File: src/rtl/exp_sub_if.sv
// rtl/exp_sub_if.sv - exponent-difference stage request/result bundle
interface exp_sub_if #(
    parameter int EW = 11
);
    logic          in_valid;
    logic [EW-1:0] ea;
    logic [EW-1:0] eb;
    logic          out_valid;
    logic          eb_gt_ea;
    logic [EW-1:0] as;

    modport master (
        output in_valid, ea, eb,
        input  out_valid, eb_gt_ea, as
    );

    modport slave (
        input  in_valid, ea, eb,
        output out_valid, eb_gt_ea, as
    );
endinterface

File: src/rtl/exp_sub.sv
// rtl/exp_sub.sv - FP adder exponent difference, one-stage pipeline
// Optional shift saturation at CLAMP enabled by defining EXP_SUB_CLAMP_EN.
module exp_sub #(
    parameter int EW    = 11,
    parameter int CLAMP = 55
) (
    input  logic      clk,
    input  logic      rst_n,
    exp_sub_if.slave  bus
);
    logic [EW:0]   diff;
    logic [EW-1:0] mag;
    logic          eb_gt_ea_d;
    logic [EW-1:0] as_d;
    logic          out_valid_q;
    logic          eb_gt_ea_q;
    logic [EW-1:0] as_q;

    always_comb begin
        diff       = {1'b0, bus.ea} - {1'b0, bus.eb};
        eb_gt_ea_d = diff[EW];
        // Subtract smaller from larger so the magnitude never wraps.
        mag        = eb_gt_ea_d ? (bus.eb - bus.ea) : (bus.ea - bus.eb);
`ifdef EXP_SUB_CLAMP_EN
        as_d       = (mag > EW'(CLAMP)) ? EW'(CLAMP) : mag;
`else
        as_d       = mag;
`endif
    end

`ifndef EXP_SUB_CLAMP_EN
    logic [EW-1:0] unused_clamp;
    assign unused_clamp = EW'(CLAMP);
`endif

    always_ff @(posedge clk or negedge rst_n) begin
        if (!rst_n) begin
            out_valid_q <= 1'b0;
            eb_gt_ea_q  <= 1'b0;
            as_q        <= '0;
        end else begin
            out_valid_q <= bus.in_valid;
            if (bus.in_valid) begin
                eb_gt_ea_q <= eb_gt_ea_d;
                as_q       <= as_d;
            end
        end
    end

    assign bus.out_valid = out_valid_q;
    assign bus.eb_gt_ea  = eb_gt_ea_q;
    assign bus.as        = as_q;
endmodule

File: src/flat_wrapper.sv
// flat-port wrapper written by rule: the top's interface ports become plain ports
module exp_sub_flat 
#(
    parameter int EW    = 11,
    parameter int CLAMP = 55
)
  (clk, rst_n, bus_in_valid, bus_ea, bus_eb, bus_out_valid, bus_eb_gt_ea, bus_as);
  exp_sub_if #(.EW(EW)) bus_i ();
  input  logic clk;
  input  logic rst_n;
  input wire logic [$bits(bus_i.in_valid)-1:0] bus_in_valid;
  input wire logic [$bits(bus_i.ea)-1:0] bus_ea;
  input wire logic [$bits(bus_i.eb)-1:0] bus_eb;
  output wire logic [$bits(bus_i.out_valid)-1:0] bus_out_valid;
  output wire logic [$bits(bus_i.eb_gt_ea)-1:0] bus_eb_gt_ea;
  output wire logic [$bits(bus_i.as)-1:0] bus_as;
  assign bus_i.in_valid = bus_in_valid;
  assign bus_i.ea = bus_ea;
  assign bus_i.eb = bus_eb;
  assign bus_out_valid = bus_i.out_valid;
  assign bus_eb_gt_ea = bus_i.eb_gt_ea;
  assign bus_as = bus_i.as;
  exp_sub #(.EW(EW), .CLAMP(CLAMP)) u_core (.clk(clk), .rst_n(rst_n), .bus(bus_i));
endmodule
File: config.mk
export PLATFORM = sky130hd
export DESIGN_NAME = exp_sub_flat
export DESIGN_NICKNAME = d
export VERILOG_FILES = /design/src/rtl/exp_sub_if.sv /design/src/rtl/exp_sub.sv /design/src/flat_wrapper.sv
export SDC_FILE = /design/constraint.sdc
export NUM_CORES = 1
export LEC_CHECK = 0
export CORE_AREA = 5 5 75 49
export DETAILED_ROUTE_END_ITERATION = 16
export DIE_AREA = 0 0 80 54
export PLACE_DENSITY = 0.95
export SLEW_MARGIN = 40
export SYNTH_ARGS = -nofsm -noshare
export SYNTH_HDL_FRONTEND = slang
export SYNTH_SLANG_ARGS = --single-unit
export TNS_END_PERCENT = 50
File: constraint.sdc
create_clock -name clk -period 2 [get_ports clk]
set_clock_uncertainty 0.05 [all_clocks]
set_input_delay 0.4 -clock clk [delete_from_list [all_inputs] [get_ports clk]]
set_output_delay 0.4 -clock clk [all_outputs]
set_load 0.01 [all_outputs]
==> metrics.log <==
[metrics] unrepaired setup endpoints after global routing: true
[metrics] first-pass GRT wire length: between 7000 and 8000 microns
[metrics] number of clock sinks: 13
[metrics] library cell with the largest summed area after synthesis: sky130_fd_sc_hd__dfrtp_1
[metrics] part of the Yosys area used for sequential elements: a little over a fifth
[metrics] total congestion overflow: 0
[metrics] worst IR drop on VDD: approximately 0.28 mV
[metrics] mapped cell area: between 0.001 and 0.0015 sq mm
[metrics] total power: roughly 1.4 mW
[metrics] crit path kind: in2reg
[metrics] number of distinct library cells after synthesis: 40
[metrics] most repeated cell in the gate-level netlist after synthesis: sky130_fd_sc_hd__inv_1
[metrics] CTS tree: done
[metrics] area grow syn2layout: 70.7%
[metrics] number of maximum-capacitance violations: 0
[metrics] total via count after detailed routing: around 1700
[metrics] detailed placement HPWL: between 3000 and 4000 microns
[metrics] maximum frequency from static timing analysis: roughly 480 MHz
[metrics] overall fraction of global-route tracks in use: a little over a fifth
[metrics] share of the synthesized area in the top cell type: 21.9%
[metrics] cts-stage hold buffer count: 0
[metrics] violations in the final reports: negative setup slack
[metrics] Tightest Hold Check Type: in2reg
[metrics] pins over their slew limit: 0
[metrics] Reg clk slew, reported paths: roughly 0.060 ns
[metrics] maximum number of pins on one net before global-route repair: 14
[metrics] count of warnings emitted by yosys: 0
[metrics] DRC marker count from the first detailed-route iteration: between 100 and 150
[metrics] average cell area after synthesis: 8.38 sq um
[metrics] R2R depth: 1
[metrics] most numerous cell types in the synthesized netlist: sky130_fd_sc_hd__inv_1 (28), sky130_fd_sc_hd__a21oi_1 (21), sky130_fd_sc_hd__ha_1 (21), sky130_fd_sc_hd__nor2_1 (16), sky130_fd_sc_hd__dfrtp_1 (13)
[metrics] worst setup path startpoint: bus_eb[7]
[metrics] DRC violations left: 0
[metrics] share of final-layout standard cells stronger than drive strength 1: between 40 and 50%
[metrics] CP Max Fanout: 4
[metrics] ordered list of cells on the worst path: buf_2 > inv_2 > ha_4 > and2_2 > a221o_2 > a21o_1 > a31oi_1 > mux2i_2 > xnor2_1 > a21oi_1
[metrics] total clock buffers created by CTS: 3
[metrics] number of cells produced by synthesis: ~180
[metrics] Data arrival, critical path: between 2 and 2.5 ns
[metrics] Final Hold Viols: 0
[metrics] # diodes: 0
[metrics] power per unit of standard cell area: approximately 560 mW/mm^2
[metrics] count of fill cells added during filler insertion: 188
[metrics] critical path endpoint category: flop
[metrics] initial cell density of the core: roughly half
[metrics] critical register-to-register path startpoint: u_core.bus.eb_gt_ea$_DFFE_PN0P_
[metrics] final clock period utilization by the worst path: 105%
[metrics] clk buf depth: 2
[metrics] slack of the worst reg-to-reg path: 1.19 ns
[metrics] antenna violations before repair: 0
[metrics] nets in the synthesized netlist: 225
[metrics] clock network latency to the later pin of the worst-skew pair: approximately 0.25 ns
[metrics] routed wire length: about 5300 microns
[metrics] Core ar.: ~0.0030 sq mm
[metrics] Setup WS pre-CTS: -0.734 ns
[metrics] Worst Setup Start Kind: input pin
[metrics] vias in the first global route: between 1500 and 2000
[metrics] outcome: complete, but fails checks
[metrics] H-tree levels: 1
[metrics] worst path required time: about 2.1 ns
[metrics] Post-synth top flop: sky130_fd_sc_hd__dfrtp_1
[metrics] share of flip-flops with an asynchronous set or reset after synthesis: 100%
[metrics] Final Worst Setup Slack: -0.102 ns
[metrics] clock root buffer master: sky130_fd_sc_hd__clkbuf_8
[metrics] worst reg2reg endpoint: u_core.bus.eb_gt_ea$_DFFE_PN0P_
[metrics] worst hold slack: roughly 0.43 ns
[metrics] worst-path cell with the longest stage delay: sky130_fd_sc_hd__a221o_2
[metrics] number of synthesized flops with an enable pin: 0
[metrics] row count: 16
[metrics] Die Ht: 54 microns
[metrics] synthesis-stage register bit count: 13
[metrics] Static Leakage: between 1 and 1.5 nW
[metrics] headroom to the max-slew limit: 61.2%
[metrics] final critical delay including setup and external delays: ~2.1 ns
[metrics] worst stage delay on the critical path: approximately 0.34 ns
[metrics] Nets: about 310
[metrics] Die Width: approximately 80 microns
[metrics] num ports: 38
[metrics] IO buf count: 37
[metrics] die outline area: between 0.004 and 0.005 sq mm
[metrics] Tightest Pin Transition: around 0.58 ns
[metrics] remaining antenna violation count after routing: 0
[metrics] per-cell routed wire length: 17.1 microns
[metrics] Final setup violation count: 9
[metrics] capturing element of the worst setup path: u_core.bus.as[10]$_DFFE_PN0P_
[metrics] DR pass1 iterations: 4
[metrics] vias per std cell: 5.56
[metrics] final total negative setup slack: -0.443 ns
[metrics] largest cells by area after synthesis: sky130_fd_sc_hd__dfrtp_1 (22%), sky130_fd_sc_hd__ha_1 (18%), sky130_fd_sc_hd__a21oi_1 (7.1%)
[metrics] placer congestion estimate: slightly above 0.9
==> sequential cells by signal, summed over array words and instances (netlist names) <==
| name | count |
|---|---|
| u_core.bus.out_valid | 1 |
| u_core.bus.as | 11 |
| u_core.bus.eb_gt_ea | 1 |
==> power by group <==
| part | internal [mW] | switching [mW] |
|---|---|---|
| Combinational | 0.442 | 0.389 |
| Clock | 0.141 | 0.102 |
| Sequential | 0.318 | 0.0347 |
==> logic make-up after synthesis <==
| logic type | Yosys count | synth area share (%) |
|---|---|---|
| adder cells (fa/ha/maj) | 23 | 20.4 |
| multiplexers | 10 | 7.25 |
| AO/OA/AOI/OAI | 53 | 23.9 |
| buffers and inverters | 34 | 10.0 |
| XOR/XNOR | 8 | 5.23 |
| flip-flops | 13 | 21.9 |
| AND/OR/NAND/NOR | 36 | 11.2 |
==> cell type report <==
type	instances	area [sq um]	area share, %
multi-input combinational	130	1260	49.6
timing repair buffer	89	737	29.1
sequential	13	325	12.8
inverter	28	113	4.45
tap	45	56.3	2.22
clock buffer	4	45.0	1.78
==> metal layers <==
metal  GRT usage [%]  wire length [microns]  up-vias
li1                -                      -      777
met1            25.8                   2120      796
met2            39.6                   2480      113
met3            3.18                    442       31
met4            7.58                    241        0
met5               0                      0        -
==> cells in the final DEF, fill, tap and decap left out, types with 3 or more instances in the layout <==
master,netlist,routed
sky130_fd_sc_hd__clkbuf_8,0,3
sky130_fd_sc_hd__clkdlybuf4s50_1,0,15
sky130_fd_sc_hd__o21ai_2,0,3
sky130_fd_sc_hd__a31oi_1,5,5
sky130_fd_sc_hd__a21o_1,7,7
sky130_fd_sc_hd__ha_4,0,12
sky130_fd_sc_hd__buf_2,2,6
sky130_fd_sc_hd__mux2i_1,7,5
sky130_fd_sc_hd__clkdlybuf4s15_1,0,4
sky130_fd_sc_hd__buf_4,1,49
sky130_fd_sc_hd__xnor2_1,7,7
sky130_fd_sc_hd__a21oi_2,0,7
sky130_fd_sc_hd__buf_6,1,5
sky130_fd_sc_hd__a21oi_1,21,13
sky130_fd_sc_hd__nor2_1,16,14
sky130_fd_sc_hd__inv_1,28,15
sky130_fd_sc_hd__inv_2,0,11
sky130_fd_sc_hd__nand2_1,7,7
sky130_fd_sc_hd__ha_1,21,9
sky130_fd_sc_hd__clkbuf_2,1,4
sky130_fd_sc_hd__dfrtp_1,13,13
sky130_fd_sc_hd__nand2b_1,4,4
==> timing repair <==
action                     4_1_cts  5_1_grt
pin swaps                       31       31
setup endpoints to repair       11       10
setup buffers                    2        7
hold endpoints to repair         0        0
gates resized for setup         77       48
==> how the worst min path moves through the flow <==
| stage | endpoint | cells past startpoint | slack [ns] | start |
|---|---|---|---|---|
| 2_1_floorplan | u_core.bus.as[0]$_DFFE_PN0P_ | 0 | 0.05 | rst_n |
| 3_3_place_gp | u_core.bus.as[0]$_DFFE_PN0P_ | 2 | 0.42 | u_core.bus.as[0]$_DFFE_PN0P_ |
| 3_5_place_dp | u_core.bus.as[0]$_DFFE_PN0P_ | 2 | 0.44 | u_core.bus.as[0]$_DFFE_PN0P_ |
| 4_1_cts | u_core.bus.as[0]$_DFFE_PN0P_ | 2 | 0.46 | u_core.bus.as[0]$_DFFE_PN0P_ |
| 5_1_grt | u_core.bus.as[0]$_DFFE_PN0P_ | 3 | 0.46 | bus_ea[0] |
| 6_report | u_core.bus.as[0]$_DFFE_PN0P_ | 3 | 0.43 | bus_ea[0] |
==> critical path, delay by kind of cell <==
| kind | cells | cell delay [ns] |
|---|---|---|
| AOI/OAI and AO/OA | 4 | 0.86 |
| buffers and inverters | 2 | 0.18 |
| xor gates and xnor gates | 1 | 0.19 |
| adders and majority gates | 1 | 0.20 |
| muxes | 1 | 0.15 |
| and+or+nand+nor | 1 | 0.20 |
==> through the flow <==
stage | std cells | area [sq um] | utilization (%)
floorplan | 177 | 1560 | -
global placement | 296 | 2250 | 73.9
detailed placement | 296 | 2250 | 73.9
CTS | 302 | 2410 | 79.2
global route | 309 | 2530 | 83.2
finish | 309 | 2530 | 83.2
(Power assumes the default switching activity.)
